`src/rtl/taus_rng_arbiter_pkg.sv`:
```
// Shared constants for the Tausworthe RNG arbiter: per-component step
// constants, default seeds and the controller state encoding.
package taus_rng_arbiter_pkg;

    localparam int          C1_L1 = 13;
    localparam int          C1_R  = 19;
    localparam logic [31:0] C1_C  = 32'hFFFF_FFFE;
    localparam int          C1_L2 = 12;

    localparam int          C2_L1 = 2;
    localparam int          C2_R  = 25;
    localparam logic [31:0] C2_C  = 32'hFFFF_FFF8;
    localparam int          C2_L2 = 4;

    localparam int          C3_L1 = 3;
    localparam int          C3_R  = 11;
    localparam logic [31:0] C3_C  = 32'hFFFF_FFF0;
    localparam int          C3_L2 = 17;

    localparam logic [31:0] DEF_SEED1 = 32'h0000_1234;
    localparam logic [31:0] DEF_SEED2 = 32'h0000_5678;
    localparam logic [31:0] DEF_SEED3 = 32'h0000_9ABC;

    typedef enum logic {
        WARM = 1'b0,
        RUN  = 1'b1
    } state_t;

endpackage

```
`src/rtl/taus_rng_arbiter_step.sv`:
```
// One combinational Tausworthe component step; shift/mask constants come
// in as parameters so the same block serves all three components.
module taus_step #(
    parameter int          L1 = 13,
    parameter int          R  = 19,
    parameter logic [31:0] C  = 32'hFFFF_FFFE,
    parameter int          L2 = 12
) (
    input  logic [31:0] s,
    output logic [31:0] next
);

    assign next = (((s << L1) ^ s) >> R) ^ ((s & C) << L2);

endmodule

```
`src/rtl/taus_rng_arbiter.sv`:
```
// Round-robin arbiter handing out words from a three-component Tausworthe
// generator; the generator only advances on warm-up cycles and on grants.
module taus_rng_arbiter
    import taus_rng_arbiter_pkg::*;
#(
    parameter int          N_REQ  = 4,
    parameter int          WARMUP = 8,
    parameter logic [31:0] SEED1  = DEF_SEED1,
    parameter logic [31:0] SEED2  = DEF_SEED2,
    parameter logic [31:0] SEED3  = DEF_SEED3
) (
    input  logic             clk,
    input  logic             rst,
    input  logic [N_REQ-1:0] req,
    output logic [N_REQ-1:0] gnt,
    output logic             out_valid,
    output logic [31:0]      out_data,
    input  logic             seed_load,
    input  logic [95:0]      seed_data,
    output logic             ready
);

    localparam int PW = (N_REQ > 1) ? $clog2(N_REQ) : 1;

    state_t            state;
    logic [7:0]        cnt;
    logic [7:0]        cnt_inc;
    logic [PW-1:0]     ptr;
    logic [PW-1:0]     ptr_next;
    logic [31:0]       s1, s2, s3;
    logic [31:0]       n1, n2, n3;
    logic [31:0]       seed1, seed2, seed3;
    logic              pick_valid;
    logic [PW-1:0]     pick_idx;
    logic [N_REQ-1:0]  pick_oh;
    logic [PW:0]       sum;

    taus_step #(.L1(C1_L1), .R(C1_R), .C(C1_C), .L2(C1_L2)) u_step1 (.s(s1), .next(n1));
    taus_step #(.L1(C2_L1), .R(C2_R), .C(C2_C), .L2(C2_L2)) u_step2 (.s(s2), .next(n2));
    taus_step #(.L1(C3_L1), .R(C3_R), .C(C3_C), .L2(C3_L2)) u_step3 (.s(s3), .next(n3));

    // A seed whose masked bits are all zero would lock that component at zero.
    assign seed1 = ((seed_data[31:0]  & C1_C) == 32'd0) ? SEED1 : seed_data[31:0];
    assign seed2 = ((seed_data[63:32] & C2_C) == 32'd0) ? SEED2 : seed_data[63:32];
    assign seed3 = ((seed_data[95:64] & C3_C) == 32'd0) ? SEED3 : seed_data[95:64];

    assign cnt_inc = cnt + 8'd1;

    // Search starts at ptr, the index just after the previous grant.
    always_comb begin
        pick_valid = 1'b0;
        pick_idx   = '0;
        pick_oh    = '0;
        sum        = '0;
        for (int k = 0; k < N_REQ; k++) begin
            sum = {1'b0, ptr} + (PW+1)'(k);
            if (sum >= (PW+1)'(N_REQ)) begin
                sum = sum - (PW+1)'(N_REQ);
            end
            if (!pick_valid && req[sum[PW-1:0]]) begin
                pick_valid = 1'b1;
                pick_idx   = sum[PW-1:0];
            end
        end
        if (pick_valid) begin
            pick_oh[pick_idx] = 1'b1;
        end
    end

    assign ptr_next = (pick_idx == PW'(N_REQ - 1)) ? '0 : pick_idx + 1'b1;

    always_ff @(posedge clk or posedge rst) begin
        if (rst) begin
            s1        <= SEED1;
            s2        <= SEED2;
            s3        <= SEED3;
            state     <= WARM;
            cnt       <= '0;
            ptr       <= '0;
            gnt       <= '0;
            out_valid <= 1'b0;
            out_data  <= '0;
            ready     <= 1'b0;
        end else if (seed_load) begin
            s1        <= seed1;
            s2        <= seed2;
            s3        <= seed3;
            state     <= WARM;
            cnt       <= '0;
            ptr       <= '0;
            gnt       <= '0;
            out_valid <= 1'b0;
            ready     <= 1'b0;
        end else begin
            case (state)
                WARM: begin
                    s1        <= n1;
                    s2        <= n2;
                    s3        <= n3;
                    cnt       <= cnt_inc;
                    gnt       <= '0;
                    out_valid <= 1'b0;
                    if (cnt_inc == 8'(WARMUP)) begin
                        state <= RUN;
                        ready <= 1'b1;
                    end
                end
                RUN: begin
                    if (pick_valid) begin
                        s1        <= n1;
                        s2        <= n2;
                        s3        <= n3;
                        gnt       <= pick_oh;
                        out_valid <= 1'b1;
                        out_data  <= n1 ^ n2 ^ n3;
                        ptr       <= ptr_next;
                    end else begin
                        gnt       <= '0;
                        out_valid <= 1'b0;
                    end
                end
                default: begin
                    state <= WARM;
                    cnt   <= '0;
                    ready <= 1'b0;
                end
            endcase
        end
    end

endmodule

```
`config.mk`:
```
export PLATFORM = sky130hd
export DESIGN_NAME = taus_rng_arbiter
export DESIGN_NICKNAME = d
export VERILOG_FILES = /design/src/rtl/taus_rng_arbiter_pkg.sv /design/src/rtl/taus_rng_arbiter_step.sv /design/src/rtl/taus_rng_arbiter.sv
export SDC_FILE = /design/constraint.sdc
export NUM_CORES = 1
export LEC_CHECK = 0
export BUFFER_PORTS_ARGS = -buffer_cell sky130_fd_sc_hd__clkbuf_2
export CORE_AREA = 2 2 117 119
export CTS_CLUSTER_DIAMETER = 30
export CTS_CLUSTER_SIZE = 20
export DETAILED_ROUTE_END_ITERATION = 12
export DIE_AREA = 0 0 119 121
export PLACE_DENSITY = 0.84
export SLEW_MARGIN = 30
export SYNTH_ARGS = -nofsm -noshare
export SYNTH_HDL_FRONTEND = slang
export SYNTH_SLANG_ARGS = --single-unit
```
`constraint.sdc`:
```
create_clock -name clk -period 5.38 [get_ports clk]
set_clock_uncertainty 0.05 [all_clocks]
set_input_delay 0.538 -clock clk [delete_from_list [all_inputs] [get_ports clk]]
set_output_delay 0.538 -clock clk [all_outputs]
set_load 0.05 [all_outputs]
```
### After elaboration in Yosys (flattened, before gate mapping)

Cells that the tools add are included.

* muxes and demuxes: 52
* $lt $le $gt $ge: 10
* equality and inequality tests: 4
* reductions and logical operators: 16
* bitwise operators: 10
* add/sub/neg operators: 9

Operators by type and width (number)
* two-way mux 32 bit: 9
* one-hot mux 32 bit (2 select lines): 3
* bitwise XOR 32 bit: 5
* logical NOT 32 bit: 3
* bitwise XOR 13 x 32 -> 32 bit: 1
* bitwise XOR 21 x 32 -> 32 bit: 1
* bitwise XOR 7 x 32 -> 32 bit: 1
* two-way mux 2 bit: 12
* two-way mux 1 bit: 17
* two-way mux 8 bit: 2
* < comparator 2 x 3 -> 1 bit (second input constant): 5
* >= comparator 3 bit (second input constant): 3
* adder 8 x 1 -> 8 bit (second input constant): 1
* binary-select mux 1 bit (select 2 bit): 4
* == test 8 x 4 -> 1 bit (second input constant): 1
* two-way mux 4 bit: 2
* one-hot mux 4 bit (2 select lines): 1
* subtractor 2 x 1 -> 2 bit (second input constant): 4
* adder 2 x 2 -> 3 bit (second input constant): 2
* nonzero test 2 bit: 3
* logical AND 1 bit: 4
* AND reduction 2 bit: 2
* adder 2 x 1 -> 3 bit (second input constant): 1
* >= comparator 2 x 3 -> 1 bit (second input constant): 1
* 10 further kinds: 13

* register bits: 145
* output and inout port bits: 38
* word-level logic and storage cells: 111

### Depth between registers and ports, before layout

Gate-level depths: netlist of run 1.

* depth in word-level cells: 21
* gate-level depth with buffers: 8
* depth with buffers taken out: 6

### Modules after synthesis

Synthesis of run 1 repeated with hierarchy kept, for this count alone.

* cells, all modules: 820
* area, all modules: 8016.4 um^2

Modules (own cells, without submodules)
* taus_rng_arbiter: area each 7244.4 um^2, cells an instance 724, times used 1
* taus_step at u_step3: area each 266.5 um^2, cells an instance 32, times used 1
* taus_step at u_step1: area each 256.5 um^2, cells an instance 32, times used 1
* taus_step at u_step2: area each 249.0 um^2, cells an instance 32, times used 1

### Least setup slack after synthesis of run 1

OpenSTA, ideal clock, no wires.

* path type: input to register
* from: input seed_load
* to: register out_data[4]
* setup time: 69 ps
* buffers on the path: 2
* required time: 5261 ps
* setup slack: 3632 ps
* arrival: 1629 ps
* stages on the path: 6
* path through: buf_2 > nand2b_4 > or2_1 > buf_2 > or3_1 > nand3_1

* word-level cells in the longest chain between the ends: 2

Ends and longest elaborated chain
* from (decl): line taus_rng_arbiter.sv:18 `input logic seed_load,`
* NOT 1 bit (no source line)
* AND reduction 3 bit (no source line)
* to (signal assigned): line taus_rng_arbiter.sv:115 `out_data <= n1 ^ n2 ^ n3;`
* to (decl): line taus_rng_arbiter.sv:17 `output logic [31:0] out_data,`

Every way passes these cells.
A chain may end at the register's enable or synchronous reset.

### Final worst setup path of run 1

* from: input req[0]
* to: register s2[4]

* word-level cells in the longest chain between the ends: 13

Ends and longest elaborated chain
* from (decl): line taus_rng_arbiter.sv:14 `input logic [N_REQ-1:0] req,`
* binary-select mux 1 bit (select 2 bit): line taus_rng_arbiter.sv:60 `if (!pick_valid && req[sum[PW-1:0]]) begin`
* two-way mux 1 bit (implied by the code): line taus_rng_arbiter.sv:60
* two-way mux 1 bit: line taus_rng_arbiter.sv:60
* logical NOT 1 bit: line taus_rng_arbiter.sv:60
* logical AND 1 bit: line taus_rng_arbiter.sv:60
* two-way mux 1 bit: line taus_rng_arbiter.sv:60
* logical NOT 1 bit: line taus_rng_arbiter.sv:60
* logical AND 1 bit: line taus_rng_arbiter.sv:60
* two-way mux 1 bit: line taus_rng_arbiter.sv:60
* logical NOT 1 bit: line taus_rng_arbiter.sv:60
* logical AND 1 bit: line taus_rng_arbiter.sv:60
* two-way mux 1 bit (*): line taus_rng_arbiter.sv:60
* inequality test 3 x 2 -> 1 bit (no source line) (*)
* to (signal assigned): line taus_rng_arbiter.sv:98 `s2 <= n2;`
* to (signal assigned): line taus_rng_arbiter.sv:111 `s2 <= n2;`
* to (decl): line taus_rng_arbiter.sv:30 `logic [31:0] s1, s2, s3;`

Mark *: on every way between the ends. The rest lies on a longest branch, timed or not. The select of a mux whose other input is x is not followed.

==> metrics.md, run 1 <==
| Metric | Value |
|---|---|
| Outcome | complete, no violations |
| Flops & latches, synth | 137 |
| PostCTS Resize Cnt | 0 |
| Total vias in the final route | 5789 |
| Final non-filler cell total | 1005 |
| Largest net degree at the start of global routing | 67 |
| Max Slew Vio Count | 0 |
| Max frequency | 0.408 GHz |
| Worst hold slack | 128 ps |
| Required time at the endpoint of the critical path | 5700 ps |
| Number of endpoints failing setup at the final stage | 0 |
| EDFF count, synth | 0 |
| Vias in the first global route | approximately 5.5k |
| Worst-path cell with the longest stage delay | sky130_fd_sc_hd__nor2b_4 |
| Share of synthesized area occupied by flip-flops and latches | 48.2% |
| Critical Path Fanout Max | 66 |
| Number of clock sinks seen by CTS | approximately 140 |
| Total iterations of the first detailed-routing run | 5 |
| Endpoint of the worst setup timing path | s2[4] |
| Final critical path time including I/O delays and setup | 2450 ps |
| Total routing resource utilization after global routing | ~28% |
| Total of warnings raised by yosys | 0 |
| Share of cells above drive strength 1 | 25.7% |
| Inst Count DP | 973 |
| Static Leakage | 3.88 nW |
| # DRC | 0 |
| Violation count after the first detailed-route iteration | approximately 540 |
| TritonCTS Buffers | 17 |
| Net switching component of the power | 0.000934 W |
| Postcts setup bufs | 0 |
| Synthesized area per cell | 10.2 um^2 |
| Starting Density | 54.8% |
| Die extent in x | 119 um |
| Number of max-cap violations | 0 |
| Clock edge transition at the registers on the reported setup and hold paths | 60 ps |
| Clock tree from TritonCTS | done |
| Number of vias per cell after detailed routing | between 5 and 6 |
| Source-to-sink clock delay at the later pin of the worst-skew pair | approximately 430 ps |
| Least-Margin Pin Slew | 710 ps |
| Wire length per cell after detailed routing | 19.6 um |
| Endpoint kind of the worst setup timing path | flop |
| Count of H-tree levels built during CTS | 4 |
| Primary FF master, synth | sky130_fd_sc_hd__dfrtp_1 |
| Number of rows created at floorplan | 42 |
| Ys async rst share | between 90% and 100% |
| Worst vdd rail ir drop | roughly 0.24 mV |
| WS Path Type | in -> reg |
| Number of nets in the synthesized netlist | 809 |
| Grt total ovfl | 0 |
| Root buffer selected by CTS | sky130_fd_sc_hd__clkbuf_16 |
| Area overhead of the layout relative to synthesis | 19.7% |
| Power share of the clock group | 41.1% |
| First element of the critical path | req[0] |
| FF-to-FF setup slack | ~3000 ps |
| Global-route wire length before repair | 30700 um |
| Worst Reg2Reg Path Length in Cells | 6 |
| Overall power consumption | approximately 0.0033 W |
| Launch point of the worst reg-to-reg path | state |
| Worst Hold Class | in -> async |
| Clock Path Buffers | 2 |
| Post-DP HPWL | ~14000 um |
| RePlAce Congestion | ~0.9 |
| Count of hold buffers inserted by post-cts repair | 0 |
| Final WL | 19700 um |
| Arrival time at the worst endpoint | 2770 ps |
| Startpoint Class | input pin |
| Sequential cell fraction of total power | 39.6% |
| Endpoint of the worst-slack reg-to-reg timing path | s2[4] |
| Initial antenna violation count | 0 |
| I/O Pins | 141 |
| Cells after Synth | 701 |
| Total power divided by cell area | 382 nW/um^2 |
| Total number of nets in the final design | 924 |
| Unrepaired setup endpoints after global routing | false |
| Die Height | 121 um |
| Period Utilization, post-route | 45.5% |
| Post-DRT Antenna Nets | 0 |
| CP cell instances | clkbuf_2 > nor4_4 > nor2b_4 > buf_16 > buf_4 > or3_1 > o221a_2 |
| Final hold violation count | 0 |
| Std-Cell Core Area | roughly 13000 um^2 |
| Aggregate negative setup slack | 0 ps |
| Slew margin rel. | 52.2% |
| Distinct cell type count of the synthesized netlist | 36 |
| Fill cell total of the finished layout | 977 |
| Count of port buffers added during placement | 132 |
| Internal portion of total power | 0.00235 W |
| Final antenna diode count | 0 |
| Netlist area before placement | 7170 um^2 |
| Delay of the slowest critical-path stage | 540 ps |
| Share of total power consumed by net switching | 28.5% |
| Gate power share | about a fifth |
| Die Footprint | 14400 um^2 |
layer usage:
layer | up-vias | GRT usage [%] | share of wire, %
met3 | 32 | 7.80 | 8.9
met4 | 0 | 10.9 | 2.2
met1 | 2809 | 37.9 | 42
met5 | - | 0 | 0
li1 | 2671 | - | -
met2 | 277 | 43.9 | 47
synthesized netlist by cell type, types with 2 or more instances:
library cell / n / area share, %
sky130_fd_sc_hd__dfrtp_1: 117 / 41
sky130_fd_sc_hd__a211oi_1: 2 / 0.21
sky130_fd_sc_hd__ha_1: 5 / 0.87
sky130_fd_sc_hd__nor2b_1: 3 / 0.26
sky130_fd_sc_hd__nand3_1: 9 / 0.63
sky130_fd_sc_hd__buf_2: 12 / 0.84
sky130_fd_sc_hd__dfstp_2: 20 / 7.3
sky130_fd_sc_hd__inv_1: 6 / 0.31
sky130_fd_sc_hd__o221a_2: 16 / 2.5
sky130_fd_sc_hd__or3_1: 20 / 1.7
sky130_fd_sc_hd__xnor2_1: 47 / 5.7
sky130_fd_sc_hd__o21ai_1: 8 / 0.56
sky130_fd_sc_hd__clkbuf_1: 21 / 1.1
sky130_fd_sc_hd__a21oi_1: 22 / 1.5
sky130_fd_sc_hd__xor2_1: 61 / 7.5
sky130_fd_sc_hd__nand2_1: 92 / 4.8
sky130_fd_sc_hd__nor2_1: 28 / 1.5
sky130_fd_sc_hd__nor3_1: 5 / 0.35
sky130_fd_sc_hd__and2_1: 4 / 0.35
sky130_fd_sc_hd__nand4_1: 5 / 0.44
sky130_fd_sc_hd__o21ai_0: 85 / 5.9
sky130_fd_sc_hd__a2bb2oi_1: 4 / 0.49
sky130_fd_sc_hd__buf_6: 8 / 1.3
sky130_fd_sc_hd__mux2i_1: 69 / 9.6
sky130_fd_sc_hd__nor4_1: 21 / 1.8
placed cells by master, fill, tap and decap left out, types with 21 or more instances in the layout:
cell type,netlist,layout
sky130_fd_sc_hd__dfrtp_1,117,117
sky130_fd_sc_hd__nand2_1,92,92
sky130_fd_sc_hd__xnor2_1,47,47
sky130_fd_sc_hd__clkbuf_2,0,131
sky130_fd_sc_hd__a21oi_1,22,22
sky130_fd_sc_hd__o21ai_0,85,85
sky130_fd_sc_hd__mux2i_1,69,69
sky130_fd_sc_hd__nor4_1,21,21
sky130_fd_sc_hd__xor2_1,61,61
sky130_fd_sc_hd__nor2_1,28,28
state kept, by name, indices dropped and copies added, names as in the netlist:
name	flops
cnt	8
gnt	4
out_data	32
out_valid	1
ptr	2
ready	1
s1	31
s2	29
s3	28
state	1
kinds of logic after synthesis:
group | after synthesis | share of synthesized area [%]
compound gates | 140 | 11.6
simple gates | 193 | 12.9
fa+ha+maj | 5 | 0.873
mux | 69 | 9.64
buf+inv | 49 | 3.67
flops | 137 | 48.2
xor+xnor | 108 | 13.2
final cells by class:
class                           instances  area (um^2)  share of cell area, %
Multi-Input combinational cell        515         3460                   40.3
Sequential cell                       137         3450                   40.3
Timing Repair Buffer                  139          736                   8.58
Clock buffer                           20          467                   5.44
Tap cell                              176          220                   2.57
Clock inverter                         12          219                   2.55
Inverter                                6         25.0                  0.292
power groups by stage:
| stage | clock [W] | combinational [W] | sequential [W] |
|---|---|---|---|
| after global placement | 0 | 0.000601 | 0.00130 |
| after floorplan | 0 | 0.000448 | 0.00125 |
| after global routing | 0.00140 | 0.000688 | 0.00131 |
| after CTS | 0.00136 | 0.000629 | 0.00129 |
| final | 0.00135 | 0.000634 | 0.00130 |
| after detailed placement | 0 | 0.000621 | 0.00131 |
metrics by stage:
step           utilization, %  worst slack, ps  area [um^2]
5_1_grt                  65.6             2790         8580
3_5_place_dp             60.3             2520         7890
2_1_floorplan               -             1160         7170
4_1_cts                  65.5             2950         8580
3_3_place_gp             60.1             2300         7860
6_report                 65.6             2930         8580
critical path: cells and delay by family:
kind                   cells  cell delay (ps)
buffers and inverters      3              900
and+or+nand+nor            3             1140
AOI/OAI and AO/OA          1              180
how the worst min path moves through the flow:
stage / endpoint / startpoint / cells after the start / slack [ps]
floorplan: s2[10] / s2[10] / 2 / 410
global placement: out_data[22] / out_data[22] / 2 / 410
detailed placement: out_data[17] / out_data[17] / 2 / 420
CTS: out_valid / rst / 2 / 140
global route: out_valid / rst / 2 / 170
finish: out_valid / rst / 2 / 130
(Power assumes the default switching activity.)
==> run 2, diff against run 1 <==
Settings changed: CORE_AREA 2 2 117 119 to 2 2 123 125, DIE_AREA 0 0 119 121 to 0 0 125 127, PLACE_DENSITY 0.84 to 0.8.
Clock period 5.38 ns to 2.2 ns, I/O delays scaled along.
==> metrics.md, run 2 (synthesis results as in run 1) <==
| Metric | Value |
|---|---|
| Number of endpoints failing setup at the final stage | 0 (unchanged) |
| Initial antenna violation count | 0 (unchanged) |
| Startpoint Class | input pin (unchanged) |
| TritonCTS Buffers | 17 (unchanged) |
| I/O Pins | 141 (unchanged) |
| Number of vias per cell after detailed routing | 5.63 (was 5.76) |
| Most flop-heavy register | out_data (unchanged) |
| Total routing resource utilization after global routing | 24.7% (was 28.3%) |
| Area occupied by multi-input gates | 3460 um^2 (about the same) |
| Die Footprint | 15900 um^2 (was 14400 um^2) |
| Final antenna diode count | 0 (unchanged) |
| Vias in the first global route | 5408 (was 5536) |
| Worst Hold Class | in -> reg (was in -> async) |
| Number of rows created at floorplan | 44 (was 42) |
| Post-DP HPWL | 14500 um (was 14300 um) |
| Max Slew Vio Count | 0 (unchanged) |
| Largest registers | out_data x32, s1 x31, s2 x29 (unchanged) |
| Total number of nets in the final design | 934 (was 924) |
| Number of max-cap violations | 0 (unchanged) |
| Global-route wire length before repair | 30000 um (was 30700 um) |
| Outcome | complete, no violations (unchanged) |
| Share of cells above drive strength 1 | 25.9% (was 25.7%) |
| Total power divided by cell area | 871 nW/um^2 (was 382 nW/um^2) |
| Count of port buffers added during placement | 132 (unchanged) |
| Max FFs per register | 32 (unchanged) |
| Clock Path Buffers | 2 (unchanged) |
| Least-Margin Pin Slew | 627 ps (was 710 ps) |
| Worst vdd rail ir drop | 0.572 mV (was 0.240 mV) |
| Number of clock sinks seen by CTS | 137 (unchanged) |
| Standard cell area after detailed placement | 8000 um^2 (was 7890 um^2) |
| Static Leakage | 3.90 nW (was 3.88 nW) |
| Die extent in x | 125 um (was 119 um) |
| Max frequency | 0.510 GHz |
| Seq. cell area | 3450 um^2 (unchanged) |
| WS Path Type | in -> reg (unchanged) |
| Most used cells in the layout excluding fill and tap cells | sky130_fd_sc_hd__clkbuf_2, sky130_fd_sc_hd__dfrtp_1, sky130_fd_sc_hd__nand2_1 (unchanged) |
| Critical Path Fanout Max | 8 (was 66) |
| Count of H-tree levels built during CTS | 4 (unchanged) |
| Area overhead of the layout relative to synthesis | 20.3% (was 19.7%) |
| Largest net degree at the start of global routing | 74 (was 67) |
| Setup WS pre-CTS | 395 ps (was 2520 ps) |
| Slew margin rel. | 57.9% (was 52.2%) |
| Die Height | 127 um (was 121 um) |
| Most common library cell in the layout ignoring fill and taps | sky130_fd_sc_hd__clkbuf_2 (unchanged) |
| # DRC | 0 (unchanged) |
| Starting Density | 49.7% (was 54.8%) |
| Fill cell total of the finished layout | 1219 (was 977) |
| Final WL | 19400 um (was 19700 um) |
| Std-Cell Core Area | 14400 um^2 (was 13100 um^2) |
| PostCTS Resize Cnt | 0 (unchanged) |
| Period Utilization, post-route | 89.2% |
| Overall power consumption | 0.00751 W (was 0.00328 W) |
| Wire length per cell after detailed routing | 18.9 um (was 19.6 um) |
| Total vias in the final route | 5758 (was 5789) |
| Violation count after the first detailed-route iteration | 611 (was 535) |
| Required time at the endpoint of the critical path | 2510 ps (was 5700 ps) |
| Arrival time at the worst endpoint | 2280 ps (was 2770 ps) |
| Source-to-sink clock delay at the later pin of the worst-skew pair | 420 ps (was 430 ps) |
| Aggregate negative setup slack | 0 ps (unchanged) |
| Unrepaired setup endpoints after global routing | false (unchanged) |
| Endpoint kind of the worst setup timing path | flop (unchanged) |
| Final critical path time including I/O delays and setup | 1960 ps |
| Final hold violation count | 0 (unchanged) |
| Root buffer selected by CTS | sky130_fd_sc_hd__clkbuf_16 (unchanged) |
| Clock edge transition at the registers on the reported setup and hold paths | 60 ps (about the same) |
| Min setup slack post-route | 237 ps (was 2930 ps) |
| Clock tree from TritonCTS | done (unchanged) |
| Total iterations of the first detailed-routing run | 5 (unchanged) |
| RePlAce Congestion | 0.919 (was 0.899) |
| Post-DRT Antenna Nets | 0 (unchanged) |
| Grt total ovfl | 0 (unchanged) |
| Postcts setup bufs | 0 (unchanged) |
| Post-route cell area | 8620 um^2 (was 8580 um^2) |
[run 2: cell types whose count changed in the layout (fill, tap and decap cells not counted), sizes merged]
cell         before  now
dlygate4sd3       0    4
clkinv            4    6
buf               8   14
inv               6    5
clkinvlp          2    1
bufinv            6    1
clkbuf          151  156
[run 2: cell type report]
class,instances,share of cell area (%)
flip-flops and latches,137,40.1
inverters,6,0.305
multi-input cells,515,40.1
repair buffers,149,10.2
well taps,184,2.67
clock inverters,7,0.740
clock buffers,25,5.98
[run 2: per-stage QoR]
stage | instances | util [%] | hold WS [ps]
6_report | 1023 | 59.8 | 21.9
5_1_grt | 1023 | 59.8 | 6.18
4_1_cts | 1023 | 59.8 | 3.81
3_5_place_dp | 987 | 55.5 | 316
3_3_place_gp | 987 | 55.5 | 323
2_1_floorplan | 701 | - | 304
[run 2: repair_timing]
item | CTS | global route
endpoints found under the setup margin | 0 | 0
hold buffers | 4 | 0
endpoints found under the hold margin | 120 | 0
[run 2: worst paths after layout]
kind | from | endpoint | slack [ps] | cells past startpoint
setup reg to reg | state | out_data[4] | 390 | 4
min in group asynchronous | rst | out_data[8] | 420 | 4
max in group asynchronous | rst | s2[9] | 1300 | 4
hold reg to reg | out_data[30] | out_data[30] | 420 | 2
setup / recovery | seed_data[41] | s2[6] | 240 | 6
hold / removal | seed_data[42] | s2[10] | 20 | 2
[run 2: worst max-delay path, stage by stage]
cell,delay [ps]
sky130_fd_sc_hd__dlygate4sd3_1,530
sky130_fd_sc_hd__clkbuf_2,130
sky130_fd_sc_hd__nor4_1,370
sky130_fd_sc_hd__nand4_1,160
sky130_fd_sc_hd__o21ai_1,540
sky130_fd_sc_hd__o221a_2,320
[run 2: per-layer routing]
layer,wire [um],up-vias,track usage [%]
met2,8760,265,37.8
met5,0,-,0
met3,1530,29,5.44
met4,403,0,7.45
met1,8670,2771,35.6
li1,-,2693,-
[run 2: where the power goes]
part,switching (W),internal (W)
logic,0.000839,0.000734
clock network,0.00104,0.00173
registers,0.000354,0.00281
==> run 3, diff against run 2 <==
Settings changed: CTS_BUF_LIST from default to sky130_fd_sc_hd__clkbuf_16.
==> metrics.md, run 3 (synthesis results as in run 1) <==
| Metric | Value |
|---|---|
| Outcome | complete, no violations (unchanged) |
| Required time at the endpoint of the critical path | 2520 ps (was 2510 ps) |
| Arrival time at the worst endpoint | 2250 ps (was 2280 ps) |
| Fill cell total of the finished layout | 1228 (was 1219) |
| Most flop-heavy register | out_data (unchanged) |
| Worst Hold Class | in -> reg (unchanged) |
| TritonCTS Buffers | 17 (unchanged) |
| Final hold violation count | 0 (unchanged) |
| Vias in the first global route | 5378 (was 5408) |
| RePlAce Congestion | 0.919 (unchanged) |
| Number of endpoints failing setup at the final stage | 0 (unchanged) |
| Count of hold buffers inserted by post-cts repair | 4 (unchanged) |
| WS Path Type | in -> reg (unchanged) |
| Source-to-sink clock delay at the later pin of the worst-skew pair | 420 ps (about the same) |
| Clock edge transition at the registers on the reported setup and hold paths | 60 ps (about the same) |
| Root buffer selected by CTS | sky130_fd_sc_hd__clkbuf_16 (unchanged) |
| Static Leakage | 3.87 nW (was 3.90 nW) |
| Share of cells above drive strength 1 | 25.1% (was 25.9%) |
| Worst vdd rail ir drop | 0.556 mV (was 0.572 mV) |
| Largest net degree at the start of global routing | 74 (unchanged) |
| Period Utilization, post-route | 88.1% (was 89.2%) |
| Initial antenna violation count | 0 (unchanged) |
| Number of vias per cell after detailed routing | 5.56 (was 5.63) |
| I/O Pins | 141 (unchanged) |
| Total iterations of the first detailed-routing run | 6 (was 5) |
| Violation count after the first detailed-route iteration | 572 (was 611) |
| Overall power consumption | 0.00729 W (was 0.00751 W) |
| Largest registers | out_data x32, s1 x31, s2 x29 (unchanged) |
| Postcts setup bufs | 0 (unchanged) |
| Slew margin rel. | 59.3% (was 57.9%) |
| PostCTS Resize Cnt | 0 (unchanged) |
| Total power divided by cell area | 851 nW/um^2 (was 871 nW/um^2) |
| Post-DRT Antenna Nets | 0 (unchanged) |
| Clock tree from TritonCTS | done (unchanged) |
| Final antenna diode count | 0 (unchanged) |
| Global-route wire length before repair | 30000 um (about the same) |
| Max Slew Vio Count | 0 (unchanged) |
| Count of port buffers added during placement | 132 (unchanged) |
| Std-Cell Core Area | 14400 um^2 (unchanged) |
| Number of clock sinks seen by CTS | 137 (unchanged) |
| Critical Path Fanout Max | 8 (unchanged) |
| Startpoint Class | input pin (unchanged) |
| Most used cells in the layout excluding fill and tap cells | sky130_fd_sc_hd__clkbuf_2, sky130_fd_sc_hd__dfrtp_1, sky130_fd_sc_hd__nand2_1 (unchanged) |
| Max frequency | 0.516 GHz (was 0.510 GHz) |
| Clock Path Buffers | 2 (unchanged) |
| Total routing resource utilization after global routing | 24.8% (was 24.7%) |
| Max FFs per register | 32 (unchanged) |
| Wire length per cell after detailed routing | 18.9 um (about the same) |
| Least-Margin Pin Slew | 606 ps (was 627 ps) |
| Most common library cell in the layout ignoring fill and taps | sky130_fd_sc_hd__clkbuf_2 (unchanged) |
| Total vias in the final route | 5689 (was 5758) |
| Number of max-cap violations | 0 (unchanged) |
| # DRC | 0 (unchanged) |
| Starting Density | 49.7% (unchanged) |
| Die Height | 127 um (unchanged) |
| Die extent in x | 125 um (unchanged) |
| Post-DP HPWL | 14500 um (unchanged) |
| Count of H-tree levels built during CTS | 4 (unchanged) |
| Number of rows created at floorplan | 44 (unchanged) |
| Final critical path time including I/O delays and setup | 1940 ps (was 1960 ps) |
| Endpoint kind of the worst setup timing path | flop (unchanged) |
| Grt total ovfl | 0 (unchanged) |
| Die Footprint | 15900 um^2 (unchanged) |
| Area overhead of the layout relative to synthesis | 19.4% (was 20.3%) |
| Aggregate negative setup slack | 0 ps (unchanged) |
| Final WL | 19300 um (was 19400 um) |
| Unrepaired setup endpoints after global routing | false (unchanged) |
| Total number of nets in the final design | 934 (unchanged) |
[run 3: power by group]
group	switching (W)	leakage [nW]	internal, W	total, W
clock network	0.00104	0.267	0.00151	0.00254
registers	0.000355	1.68	0.00281	0.00317
logic	0.000843	1.92	0.000734	0.00158
[run 3: stage by stage]
step / hold slack, ps / instances / area, um^2 / util [%] / worst slack [ps]
finish: 21.5 / 1023 / 8560 / 59.4 / 262
global route: 10.0 / 1023 / 8560 / 59.4 / 232
CTS: 5.39 / 1023 / 8560 / 59.4 / 299
detailed placement: 316 / 987 / 8000 / 55.5 / 395
global placement: 323 / 987 / 8000 / 55.5 / 438
floorplan: 304 / 701 / 7170 / - / 239
[run 3: layer usage]
| metal | up-vias | wire length (um) | global-route usage, % |
|---|---|---|---|
| met2 | 271 | 8850 | 37.6 |
| met3 | 22 | 1670 | 4.82 |
| met1 | 2710 | 8380 | 36.1 |
| li1 | 2686 | - | - |
| met4 | 0 | 389 | 8.10 |
| met5 | - | 0 | 0 |
[run 3: worst paths after layout]
kind	from	to	slack, ps	depth (start not counted)
worst max register to register	state	out_data[4]	390	4
worst min register to register	out_data[30]	out_data[30]	420	2
worst max-delay path	seed_data[41]	s2[6]	260	6
max in group asynchronous	rst	s2[9]	1310	4
min in group asynchronous	rst	out_data[8]	420	4
worst min-delay path	seed_data[42]	s2[10]	20	2
[run 3: layout make-up]
cell class / count / area (um^2) / share of cell area (%)
timing repair buffer: 149 / 876 / 10.2
inverter: 6 / 26.3 / 0.307
clock inverter: 15 / 93.8 / 1.10
clock buffer: 17 / 425 / 4.97
tap: 184 / 230 / 2.69
multi-input combinational: 515 / 3460 / 40.4
sequential: 137 / 3450 / 40.3
[run 3: worst max-delay path: stages]
cell	delay, ps
sky130_fd_sc_hd__dlygate4sd3_1	530
sky130_fd_sc_hd__clkbuf_2	130
sky130_fd_sc_hd__nor4_1	370
sky130_fd_sc_hd__nand4_1	160
sky130_fd_sc_hd__o21ai_1	530
sky130_fd_sc_hd__o221a_2	310
